===== config.mk =====
export PLATFORM = sky130hd
export DESIGN_NAME = screen_image_stream
export DESIGN_NICKNAME = d
export VERILOG_FILES = /design/src/rtl/screen_image_stream.sv
export SDC_FILE = /design/constraint.sdc
export NUM_CORES = 1
export LEC_CHECK = 0
export ABC_AREA = 1
export CAP_MARGIN = 0
export CELL_PAD_IN_SITES_DETAIL_PLACEMENT = 0
export CELL_PAD_IN_SITES_GLOBAL_PLACEMENT = 1
export CORE_AREA = 3 3 110 112
export CTS_CLUSTER_DIAMETER = 50
export CTS_CLUSTER_SIZE = 25
export DETAILED_ROUTE_END_ITERATION = 7
export DIE_AREA = 0 0 113 115
export PLACE_DENSITY_LB_ADDON = 0.1
export SLEW_MARGIN = 10
export SYNTH_ARGS = -nofsm -noshare
export SYNTH_HDL_FRONTEND = slang
export SYNTH_SLANG_ARGS = --single-unit

===== constraint.sdc =====
create_clock -name clk -period 4 [get_ports clk]
set_input_delay 0.6 -clock clk [delete_from_list [all_inputs] [get_ports clk]]
set_output_delay 0.6 -clock clk [all_outputs]
set_load 0.01 [all_outputs]

===== src/rtl/screen_image_stream.sv =====
// Full-screen image painter: streams ROM image into framebuffer, plus armed any-key exit pulse.
// Write latency ROM_LAT+1 from address issue, 1 pixel/cycle; no backpressure, enable low flushes.
`ifndef DISP_ADDR_WIDTH
`define DISP_ADDR_WIDTH 17
`endif

module screen_image_stream #(
    parameter int IMG_W      = 320,
    parameter int IMG_H      = 240,
    parameter int NUM_IMG    = 2,
    parameter int ROM_AW     = 18,
    parameter int FB_AW      = `DISP_ADDR_WIDTH,
    parameter int PIX_W      = 12,
    parameter int ROM_LAT    = 1,
    parameter int KEY_W      = 26,
    parameter int HOLD_CYC   = 0,
    parameter int CONTINUOUS = 1,
    localparam int SEL_W     = (NUM_IMG > 1) ? $clog2(NUM_IMG) : 1
) (
    input  logic              clk,
    input  logic              reset_n,
    input  logic              enable,
    input  logic [SEL_W-1:0]  img_sel,
    input  logic [KEY_W-1:0]  key_status,
    input  logic [KEY_W-1:0]  key_mask,
    output logic [ROM_AW-1:0] rom_addr,
    input  logic [PIX_W-1:0]  rom_data,
    output logic              fb_we,
    output logic [FB_AW-1:0]  fb_addr,
    output logic [31:0]       fb_wdata,
    output logic              frame_done,
    output logic              screen_done
);

    localparam int NPIX   = IMG_W * IMG_H;
    localparam int PIPE_W = ROM_LAT * FB_AW;
    localparam int HOLD_W = (HOLD_CYC > 0) ? $clog2(HOLD_CYC + 1) : 1;
    localparam logic [FB_AW-1:0]  LAST_PIX = FB_AW'(NPIX - 1);
    localparam logic [HOLD_W-1:0] HOLD_MAX = HOLD_W'(HOLD_CYC);

    typedef enum logic [1:0] {IDLE, PAINT, DONE} state_t;

    state_t                          state_q, state_d;
    logic [FB_AW-1:0]                pix_q, pix_d;
    logic [ROM_AW-1:0]               base_q, base_d;
    logic [ROM_AW-1:0]               sel_base;
    logic                            issue;
    logic [ROM_LAT-1:0]              vld_q, vld_d;
    logic [ROM_LAT-1:0][FB_AW-1:0]   adr_q, adr_d;
    logic                            fb_we_q, fb_we_d;
    logic [FB_AW-1:0]                fb_addr_q, fb_addr_d;
    logic [PIX_W-1:0]                fb_wdata_q, fb_wdata_d;
    logic                            frame_done_q, frame_done_d;
    logic [HOLD_W-1:0]               hold_q, hold_d;
    logic                            armed_q, armed_d;
    logic [KEY_W-1:0]                key_prev_q, key_prev_d;
    logic                            screen_done_q, screen_done_d;
    logic                            fire;

    // Out-of-range selections fall back to image 0.
    always_comb begin
        sel_base = '0;
        if (32'(img_sel) < NUM_IMG) begin
            sel_base = ROM_AW'(img_sel) * ROM_AW'(NPIX);
        end
    end

    always_comb begin
        state_d = state_q;
        pix_d   = pix_q;
        base_d  = base_q;
        issue   = 1'b0;
        case (state_q)
            IDLE: begin
                pix_d = '0;
                if (enable) begin
                    base_d  = sel_base;
                    state_d = PAINT;
                end
            end
            PAINT: begin
                issue = 1'b1;
                if (pix_q == LAST_PIX) begin
                    pix_d = '0;
                    if (CONTINUOUS != 0) begin
                        base_d = sel_base;
                    end else begin
                        state_d = DONE;
                    end
                end else begin
                    pix_d = pix_q + FB_AW'(1);
                end
            end
            DONE:    state_d = DONE;
            default: state_d = IDLE;
        endcase
        if (!enable) begin
            state_d = IDLE;
            pix_d   = '0;
            issue   = 1'b0;
        end
    end

    assign rom_addr = (state_q == PAINT) ? (base_q + ROM_AW'(pix_q)) : '0;

    // Valid/address shift register tracks each ROM read until its data returns.
    always_comb begin
        vld_d        = ROM_LAT'({vld_q, issue});
        adr_d        = PIPE_W'({adr_q, pix_q});
        fb_we_d      = vld_q[ROM_LAT-1];
        fb_addr_d    = adr_q[ROM_LAT-1];
        fb_wdata_d   = rom_data;
        frame_done_d = vld_q[ROM_LAT-1] && (adr_q[ROM_LAT-1] == LAST_PIX);
        if (!enable) begin
            vld_d        = '0;
            fb_we_d      = 1'b0;
            frame_done_d = 1'b0;
        end
    end

    always_comb begin
        key_prev_d = key_status;
        fire       = armed_q && enable && (|(key_status & ~key_prev_q & key_mask));
        screen_done_d = fire;
        hold_d     = hold_q;
        armed_d    = armed_q;
        if (!enable) begin
            hold_d = '0;
        end else if (hold_q != HOLD_MAX) begin
            hold_d = hold_q + HOLD_W'(1);
        end
        // Arming needs all masked keys up, so a key held across enable never exits.
        if (!enable || fire) begin
            armed_d = 1'b0;
        end else if ((hold_q == HOLD_MAX) && ((key_status & key_mask) == '0)) begin
            armed_d = 1'b1;
        end
    end

    always_ff @(posedge clk or negedge reset_n) begin
        if (!reset_n) begin
            state_q       <= IDLE;
            pix_q         <= '0;
            base_q        <= '0;
            vld_q         <= '0;
            adr_q         <= '0;
            fb_we_q       <= 1'b0;
            fb_addr_q     <= '0;
            fb_wdata_q    <= '0;
            frame_done_q  <= 1'b0;
            hold_q        <= '0;
            armed_q       <= 1'b0;
            key_prev_q    <= '0;
            screen_done_q <= 1'b0;
        end else begin
            state_q       <= state_d;
            pix_q         <= pix_d;
            base_q        <= base_d;
            vld_q         <= vld_d;
            adr_q         <= adr_d;
            fb_we_q       <= fb_we_d;
            fb_addr_q     <= fb_addr_d;
            fb_wdata_q    <= fb_wdata_d;
            frame_done_q  <= frame_done_d;
            hold_q        <= hold_d;
            armed_q       <= armed_d;
            key_prev_q    <= key_prev_d;
            screen_done_q <= screen_done_d;
        end
    end

    assign fb_we       = fb_we_q;
    assign fb_addr     = fb_addr_q;
    assign fb_wdata    = 32'(fb_wdata_q);
    assign frame_done  = frame_done_q;
    assign screen_done = screen_done_q;

endmodule


==> results of run 1 <==
[kinds of logic (layout without fill, tap and decap cells)]
group                      Yosys count  count (layout)  synth area share [%]
DFF                                 97              97                  60.1
xor gates and xnor gates            13              13                  2.82
buffers and inverters               69             181                  8.30
other                                1              20                0.0929
AOI/OAI and AO/OA                   24              24                  3.38
and+or+nand+nor                    206             206                  23.2
adders and majority gates            6               6                  2.05
[state kept, by name (all words and copies together), names as in the netlist, 2 cells and up]
register	flops
key_prev_q	26
adr_d	17
adr_q	17
fb_addr	17
state_q	2
fb_wdata_q	12
[area by class of cell]
| cell class | count | area [sq um] | share of cell area (%) |
|---|---|---|---|
| Clock buffer | 11 | 253 | 4.50 |
| Clock inverter | 5 | 63.8 | 1.14 |
| Inverter | 47 | 176 | 3.14 |
| Multi-Input combinational cell | 269 | 1350 | 23.9 |
| Sequential cell | 97 | 2430 | 43.2 |
| Tap cell | 143 | 179 | 3.18 |
| Timing Repair Buffer | 118 | 1180 | 20.9 |
[power groups by stage]
| stage | Combinational (W) | Sequential, W | Clock (W) |
|---|---|---|---|
| CTS | 0.000235 | 0.00102 | 0.000907 |
| global placement | 0.000233 | 0.00104 | 0 |
| global route | 0.000260 | 0.00103 | 0.000947 |
| detailed placement | 0.000233 | 0.00104 | 0 |
| floorplan | 0.0000970 | 0.00104 | 0 |
| finish | 0.000231 | 0.00102 | 0.000878 |
[per-layer routing]
layer  track usage (%)  vias up  part of all wire, %
met3              4.58        8                  5.7
met1              20.1     1439                   47
met2              23.7       94                   46
met4              3.93        0                  1.2
met5                 0        -                    0
li1                  -     1512                    -
[cells in the mapped netlist]
cell and number:
fa_1 1, o22ai_1 4, inv_2 4, nand3b_1 9
nand4_1 7, conb_1 1, o21ai_0 10, nor4_1 1
buf_2 1, nand3_2 1, a21oi_1 6, xor2_1 13
a31oi_1 1, o21ai_2 1, inv_1 42, ha_1 5
clkinv_1 1, a31o_2 1, a211oi_1 1, buf_4 20
and3_1 1, nor3_4 1, clkbuf_1 1, nand2_1 92
or2_2 1, nand2_2 2, dfrtp_1 97, and2_1 1
nand3_1 20, nor2_4 4, nor2_8 1, nor3b_1 1
nor3_1 4, nor2_1 60
[final timing paths]
| check | slack [ns] | cells after the start | end | start |
|---|---|---|---|---|
| setup / recovery | 0.82 | 7 | rom_addr[16] | base_q[16] |
| hold / removal | 0.37 | 0 | fb_addr[7] | adr_q[7] |
| setup reg to reg | 2.24 | 6 | adr_d[13] | adr_d[0] |
| hold reg to reg | 0.37 | 0 | fb_addr[7] | adr_q[7] |
| max in group asynchronous | 2.74 | 2 | key_prev_q[19] | reset_n |
| min in group asynchronous | 0.40 | 1 | fb_wdata_q[2] | reset_n |
[stage by stage]
stage,cells,hold slack (ns),setup slack [ns]
after floorplan,435,0.304,1.70
after global placement,674,0.359,1.16
after detailed placement,674,0.363,1.15
after CTS,690,0.376,0.781
after global routing,690,0.386,0.659
final,690,0.374,0.817
==> results.ini, run 1 <==
[floorplanning]
rows = 39
die_h_um = 115
die_w_um = 113
die_area_sq_um = 13000
io_pins = 138
fp.coreArea_sq_um = 11300
start_util_pct = 35.7

[final_layout]
postLayoutCellArea_sq_um = 5620
layout_commonest_cell = clkdlybuf4s50_1
nNetsFinal = 616
areaGrowthSynthToFinish_pct = 39.2
layout_common_cells = 116 x clkdlybuf4s50_1, 97 x dfrtp_1, 92 x nand2_1, 60 x nor2_1, 42 x inv_1
drive_above_1_share_pct = 6.22
antennaDiodeCount = 0
fin_util_pct = 49.7
fillerInstances = 1090

[sta]
fin_crit_ns = 3.18
max_freq_ghz = 0.314
max_slew_margin_pct = 38.2
rsz0062_at_grt = false
worst_slew_pin_slew_ns = 0.926
finalCritPeriodShare_pct = 79.6
fin_setup_tns_ns = 0
hold_violations = 0
slew_viol_final = 0
setup_viol = 0
clock_skew_ns = 0.00929

[synth]
synth.area.top_cells = dfrtp_1 60%, nand2_1 8.6%, nor2_1 5.6%, inv_1 3.9%, buf_4 3.7%
yosys.area.top_type = dfrtp_1
seq_area_frac_synth_pct = 60.1
yosysUniqueCellTypes = 34
netlist_area_sq_um = 4040
avgSynthCellArea_sq_um = 9.71
ys_seq_elements = 97
yosysWarnings = 0
synthDominantCellAreaShare_pct = 60.1
synthCells = 416

[critical_path]
cpMaxStageDelayCell = clkdlybuf4s50_1
path_max_fanout = 6
crit_family = adder cells
crit_required_ns = 3.40
path_class = register to output pin
crit_path_end_kind = output pin
worstPathArrival_ns = 2.58
startpoint_type = register
cp_num_buf_inv = 2
cp_cell_sequence = ha_1 -> fa_1 -> a31o_2 -> nand2_1 -> inv_1 -> a211oi_1 -> clkdlybuf4s50_1
critical-path-max-stage-delay_ns = 0.57

[global_routing]
grt_max_degree = 79
grt_pass1_vias = 3051
grt.total_usage_pct = 15.0
grt-ovfl-total = 0
antenna_found_initial = 0
grt_pass1_wl_mm = 15.4

[routing]
drtIter0Drc = 143
drtPass1Iterations = 4
routed_wl_mm = 9.36
ant_nets = 0
viasPerCell = 4.42
dr_total_vias = 3053
routedWlPerCell_um = 13.6
drc = 0

[flow_run]
maxCapViolations = 0

[cts]
cts_tree = yes
clk_latency_ns = 0.33
cts.sinks = 97
root_buffer = clkbuf_16
post-cts-setup-buffer-count = 0
cts_hold_buf = 0
path_clk_slew_ns = 0.06
htreeDepth = 3
cts_buffer_depth = 2
cts_made_buffers = 9
cts_resized = 0

[power_and_ir_drop]
power_frac_seq_pct = 48.0
p_comb_share_pct = 10.8
clkPwrFrac_pct = 41.2
power-per-cell-area_nw_per_um2 = 379
ir_drop_v = 0.000227
finalPower_w = 0.00213
netSwitchingFraction_pct = 22.8
switchingPower_w = 0.000486
p_int_w = 0.00165
leakage_nw = 2.66

[placed_design]
gp_congestion = 0.786
io_buffers = 117
placed_area_sq_um = 5310
post-dp-hpwl_mm = 7.09

[hold_path]
worstHoldPathType = register to register

[run_status]
status = finished, final reports clean

Power figures use the tool's default switching activity.
==> inputs of run 2 (changes only) <==
- CORE_AREA: 3 3 110 112 -> 3 3 113 115
- DIE_AREA: 0 0 113 115 -> 0 0 116 118
- clock period: 4 -> 3 ns (I/O delays scaled with it)
==> run 2 against run 1 <==
Effect of this change: sequential power increased by 34%; first-iteration DRC count up 17%; power rose by 31%; die area increased by 5.3%; clock power up 28%; sequential share of layout area increased by 0.13 points; combinational power increased by 33%; critical path type unchanged; largest power group unchanged; highest routed layer unchanged.
==> results.ini, run 2 (synthesized netlist as in run 1, its figures left out) <==
[critical_path]
startpoint_type = register  ; unchanged
cpMostUsedCell = a21oi_1
path_max_fanout = 6  ; unchanged
crit_path_end_kind = output pin  ; unchanged
r2r_start = adr_d[0]  ; unchanged
worstPathArrival_ns = 2.33  ; was 2.58 ns
rr_worst_depth = 6  ; unchanged
cpMaxStageDelayCell = clkdlybuf4s50_1  ; unchanged
crit_required_ns = 2.55  ; was 3.40 ns
critical-path-max-stage-delay_ns = 0.55  ; was 0.57 ns
cp_cell_sequence = ha_1 -> a21oi_1 -> nor3b_1 -> o21ai_0 -> a21oi_1 -> clkdlybuf4s50_1  ; was ha_1 -> fa_1 -> a31o_2 -> nand2_1 -> inv_1 -> a211oi_1 -> clkdlybuf4s50_1
path_class = register to output pin  ; unchanged
rrSetupSlack_ns = 1.21  ; was 2.24 ns
timing.rr.end = adr_d[13]  ; unchanged

[sta]
timing.hold.ws_ns = 0.0908  ; was 0.374 ns
max_slew_margin_pct = 63.9  ; was 38.2%
setup_viol = 0  ; unchanged
hold_violations = 0  ; unchanged
fin_crit_ns = 2.78
fin_setup_tns_ns = 0  ; unchanged
clock_skew_ns = 0.00640  ; was 0.00929 ns
max_freq_ghz = 0.360
slew_viol_final = 0  ; unchanged
rsz0062_at_grt = false  ; unchanged
finalCritPeriodShare_pct = 92.5
worst_slew_pin_slew_ns = 0.536  ; was 0.926 ns

[cts]
clk_latency_ns = 0.33  ; about the same
path_clk_slew_ns = 0.06  ; about the same
cts_buffer_depth = 2  ; unchanged
post-cts-setup-buffer-count = 0  ; unchanged
cts_made_buffers = 9  ; unchanged
cts_tree = yes  ; unchanged
root_buffer = clkbuf_16  ; unchanged
cts.sinks = 97  ; unchanged
htreeDepth = 3  ; unchanged

[floorplanning]
die_w_um = 116  ; was 113 um
fp.coreArea_sq_um = 11900  ; was 11,300 sq um
start_util_pct = 33.9  ; was 35.7%
io_pins = 138  ; unchanged
die_area_sq_um = 13700  ; was 13,000 sq um
die_h_um = 118  ; was 115 um
rows = 40  ; was 39

[final_layout]
antennaDiodeCount = 0  ; unchanged
top_register = key_prev_q  ; unchanged
areaGrowthSynthToFinish_pct = 38.8  ; was 39.2%
layout_commonest_cell = clkdlybuf4s50_1  ; unchanged
largest_reg_flops = 26  ; unchanged
drive_above_1_share_pct = 5.86  ; was 6.22%
nNetsFinal = 616  ; unchanged
fin_util_pct = 47.1  ; was 49.7%
fillerInstances = 1159  ; was 1,090
finalNonFillerCells = 693  ; was 690
layout_common_cells = 114 x clkdlybuf4s50_1, 97 x dfrtp_1, 92 x nand2_1, 60 x nor2_1, 42 x inv_1  ; was 116 x clkdlybuf4s50_1, 97 x dfrtp_1, 92 x nand2_1, 60 x nor2_1, 42 x inv_1

[global_routing]
grt_max_degree = 58  ; was 79
grt_pass1_vias = 3052  ; was 3,051
grt-ovfl-total = 0  ; unchanged
grt_pass1_wl_mm = 15.3  ; was 15.4 mm
antenna_found_initial = 0  ; unchanged
grt.total_usage_pct = 14.1  ; was 15.0%

[routing]
ant_nets = 0  ; unchanged
drc = 0  ; unchanged
drtIter0Drc = 167  ; was 143
dr_total_vias = 3007  ; was 3,053
viasPerCell = 4.34  ; was 4.42
routed_wl_mm = 9.40  ; was 9.36 mm
routedWlPerCell_um = 13.6  ; about the same
drtPass1Iterations = 6  ; was 4

[power_and_ir_drop]
power-per-cell-area_nw_per_um2 = 498  ; was 379 nW/um^2
ir_drop_v = 0.000195  ; was 0.000227 V
leakage_nw = 2.66  ; about the same

[placed_design]
io_buffers = 117  ; unchanged
post-dp-hpwl_mm = 7.17  ; was 7.09 mm
gp_congestion = 0.826  ; was 0.786
dp_cells = 678  ; was 674

[flow_run]
maxCapViolations = 0  ; unchanged

[hold_path]
worstHoldPathType = input port to async pin  ; was register to register

[run_status]
status = finished, final reports clean  ; unchanged

==> run 2: cell types whose count changed in the layout (fill, tap and decap cells not counted) <==
cell             change
clkdlybuf4s50_1      -2
clkinv_2             +2
clkbuf_1             +1
dlygate4sd2_1        +2
buf_4                -1
inv_6                +1
buf_12               +1
clkinv_4             -3
clkbuf_8             -2
==> run 2: per-stage QoR <==
step / setup slack (ns) / total power [W] / area [sq um]
6_report: 0.224 / 0.00279 / 5610
5_1_grt: 0.0153 / 0.00293 / 5610
4_1_cts: 0.200 / 0.00284 / 5610
3_5_place_dp: 0.340 / 0.00170 / 5320
3_3_place_gp: 0.316 / 0.00170 / 5320
2_1_floorplan: 0.846 / 0.00152 / 4110
==> run 2: report_power, final <==
part	leakage, nW	internal, W	switching [W]
Combinational	1.26	0.000154	0.000154
Clock	0.139	0.000642	0.000475
Sequential	1.26	0.00135	0.0000187
Total	2.66	0.00214	0.000647
==> run 2: metal layers <==
| layer | global-route usage [%] | wire, um | vias up |
|---|---|---|---|
| li1 | - | - | 1515 |
| met1 | 19.6 | 4480 | 1397 |
| met2 | 21.7 | 4350 | 90 |
| met3 | 4.22 | 511 | 5 |
| met4 | 3.05 | 62 | 0 |
| met5 | 0 | 0 | - |
==> run 2: timing repair <==
item                                    4_1_cts  5_1_grt
hold buffers                                  0        0
endpoints found under the setup margin        2        0
resized for setup                             2        0
==> run 2: worst max path at each step <==
stage | start | to | slack (ns)
floorplan | base_q[16] | rom_addr[16] | 0.85
global placement | base_q[16] | rom_addr[16] | 0.32
detailed placement | base_q[16] | rom_addr[16] | 0.34
CTS | base_q[16] | rom_addr[15] | 0.20
global route | base_q[16] | rom_addr[15] | 0.02
finish | base_q[16] | rom_addr[15] | 0.22
==> run 2: critical path: cells and delay by family (launching register included) <==
kind | cells | cell delay [ns]
buf+inv | 1 | 0.55
flops | 1 | 0.46
compound gates | 3 | 0.36
fa+ha+maj | 1 | 0.31
simple gates | 1 | 0.31
==> run 2: layout make-up <==
cell class	count	area, sq um	share of cell area [%]
timing repair buffer	118	1190	21.2
multi-input combinational	269	1350	24.0
clock buffer	10	229	4.08
tap	147	184	3.28
clock inverter	5	56.3	1.00
sequential	97	2430	43.3
inverter	47	176	3.15
==> inputs of run 3 (changes only) <==
- CORE_AREA: 3 3 113 115 -> 3 3 102 128
- DIE_AREA: 0 0 116 118 -> 0 0 105 131
==> run 3 against run 2 <==
Effect of this change: power shrank 1.1%; critical endpoint is now rom_addr[14]; fmax decreased by 3.3%; combinational power barely moved; register-to-register slack improved by 0.02 ns; critical path type unchanged; global-route usage grew 1.0 points; via count up 1.9%; cell count rose by 2.6%; worst setup slack worse by 0.093 ns.
==> results.ini, run 3 (synthesized netlist as in run 1, its figures left out) <==
[run_status]
status = finished, final reports clean  ; unchanged

[flow_run]
maxCapViolations = 0  ; unchanged

[sta]
fin_setup_tns_ns = 0  ; unchanged
finalCritPeriodShare_pct = 95.6  ; was 92.5%
max_slew_margin_pct = 54.0  ; was 63.9%
slew_viol_final = 0  ; unchanged
clock_skew_ns = 0.00442  ; was 0.00640 ns
hold_violations = 0  ; unchanged
worst_slew_pin_slew_ns = 0.690  ; was 0.536 ns
max_freq_ghz = 0.349  ; was 0.360 GHz
rsz0062_at_grt = false  ; unchanged
setup_viol = 0  ; unchanged
fin_crit_ns = 2.87  ; was 2.78 ns

[routing]
viasPerCell = 4.31  ; was 4.34
ant_nets = 0  ; unchanged
drtPass1Iterations = 4  ; was 6
routed_wl_mm = 9.80  ; was 9.40 mm
routedWlPerCell_um = 13.8  ; was 13.6 um
drc = 0  ; unchanged
drtIter0Drc = 73  ; was 167
dr_total_vias = 3065  ; was 3,007

[floorplanning]
io_pins = 138  ; unchanged
fp.coreArea_sq_um = 12000  ; was 11,900 sq um
start_util_pct = 33.5  ; was 33.9%
die_h_um = 131  ; was 118 um
die_w_um = 105  ; was 116 um
rows = 45  ; was 40
die_area_sq_um = 13800  ; was 13,700 sq um

[critical_path]
path_max_fanout = 6  ; unchanged
path_class = register to output pin  ; unchanged
crit_required_ns = 2.55  ; about the same
worstPathArrival_ns = 2.42  ; was 2.33 ns
startpoint_type = register  ; unchanged
crit_path_end_kind = output pin  ; unchanged

[final_layout]
nNetsFinal = 616  ; unchanged
top_register = key_prev_q  ; unchanged
areaGrowthSynthToFinish_pct = 39.3  ; was 38.8%
layout_common_cells = 115 x clkdlybuf4s50_1, 96 x dfrtp_1, 92 x nand2_1, 60 x nor2_1, 42 x inv_1  ; was 114 x clkdlybuf4s50_1, 97 x dfrtp_1, 92 x nand2_1, 60 x nor2_1, 42 x inv_1
antennaDiodeCount = 0  ; unchanged
largest_reg_flops = 26  ; unchanged
drive_above_1_share_pct = 6.22  ; was 5.86%
layout_commonest_cell = clkdlybuf4s50_1  ; unchanged

[cts]
root_buffer = clkbuf_16  ; unchanged
cts_hold_buf = 0  ; unchanged
clk_latency_ns = 0.34  ; was 0.33 ns
cts_tree = yes  ; unchanged
cts_buffer_depth = 2  ; unchanged
htreeDepth = 3  ; unchanged
cts_made_buffers = 9  ; unchanged
cts.sinks = 97  ; unchanged
path_clk_slew_ns = 0.07  ; was 0.06 ns

[power_and_ir_drop]
ir_drop_v = 0.000255  ; was 0.000195 V
power-per-cell-area_nw_per_um2 = 490  ; was 498 nW/um^2
finalPower_w = 0.00276  ; was 0.00279 W
leakage_nw = 2.64  ; was 2.66 nW

[global_routing]
grt_pass1_wl_mm = 16.1  ; was 15.3 mm
grt_pass1_vias = 3182  ; was 3,052
antenna_found_initial = 0  ; unchanged
grt-ovfl-total = 0  ; unchanged
grt_max_degree = 55  ; was 58
grt.total_usage_pct = 15.1  ; was 14.1%

[placed_design]
gp_congestion = 0.817  ; was 0.826
post-dp-hpwl_mm = 7.41  ; was 7.17 mm
io_buffers = 117  ; unchanged

[hold_path]
worstHoldPathType = input port to async pin  ; unchanged

## run 3: changes by cell type in the layout (fill, tap and decap cells not counted), sizes merged
cell	previous run	this run
inv	47	48
dlygate4sd2	2	1
clkinvlp	1	2
clkdlybuf4s50	114	115
bufinv	1	0
## run 3: layout make-up
| type | count | area [sq um] |
|---|---|---|
| clock buffer | 10 | 229 |
| fill | 1230 | 6420 |
| clock inverter | 6 | 52.6 |
| timing repair buffer | 118 | 1190 |
| inverter | 47 | 176 |
| multi-input combinational | 269 | 1350 |
| tap | 164 | 205 |
| sequential | 97 | 2430 |
## run 3: worst max-delay path, cell delays in order (launching register included)
cell and delay (ns):
dfrtp_2 0.45, ha_1 0.24, fa_1 0.40, a31o_2 0.24
nand2_1 0.06, inv_1 0.05, nor2_1 0.10, clkdlybuf4s50_1 0.54
## run 3: final timing paths
path                            startpoint             end  slack [ns]  cells after the start
worst max-delay path            base_q[16]    rom_addr[14]        0.13                      7
worst min-delay path               reset_n  fb_wdata_q[10]        0.14                      1
worst max register to register    adr_d[0]       adr_d[13]        1.23                      6
worst min register to register    adr_q[6]      fb_addr[6]        0.37                      0
max in group asynchronous          reset_n         armed_q        2.16                      2
min in group clk                  adr_q[6]      fb_addr[6]        0.37                      0
## run 3: metrics by stage
stage | util [%] | hold slack (ns) | cell area [sq um] | setup WS [ns] | cells
2_1_floorplan | - | 0.154 | 4110 | 0.846 | 435
3_3_place_gp | 44.4 | 0.358 | 5340 | 0.332 | 695
3_5_place_dp | 44.4 | 0.361 | 5340 | 0.338 | 695
4_1_cts | 46.7 | 0.171 | 5620 | 0.0856 | 711
5_1_grt | 46.7 | 0.187 | 5630 | 0.00607 | 711
6_report | 46.7 | 0.141 | 5630 | 0.131 | 711
## run 3: per-layer routing
layer | up-vias | wire length, um | GRT usage, %
met5 | - | 0 | 0
met4 | 0 | 93 | 5.71
met3 | 6 | 447 | 3.78
met2 | 83 | 5050 | 26.3
met1 | 1451 | 4210 | 18.2
li1 | 1525 | - | -
## run 3: power by group
group | total (W) | switching [W] | internal (W)
logic | 0.000307 | 0.000153 | 0.000154
clock network | 0.00109 | 0.000512 | 0.000574
registers | 0.00136 | 0.0000184 | 0.00135
total | 0.00276 | 0.000684 | 0.00207
## run 3: repair_timing
| action | in CTS | in global routing |
|---|---|---|
| setup endpoints to repair | 1 | 1 |
| hold endpoints to repair | 0 | 0 |
| gates cloned | 0 | 0 |
| gates resized for setup | 1 | 1 |
| buffers inserted | 0 | 0 |
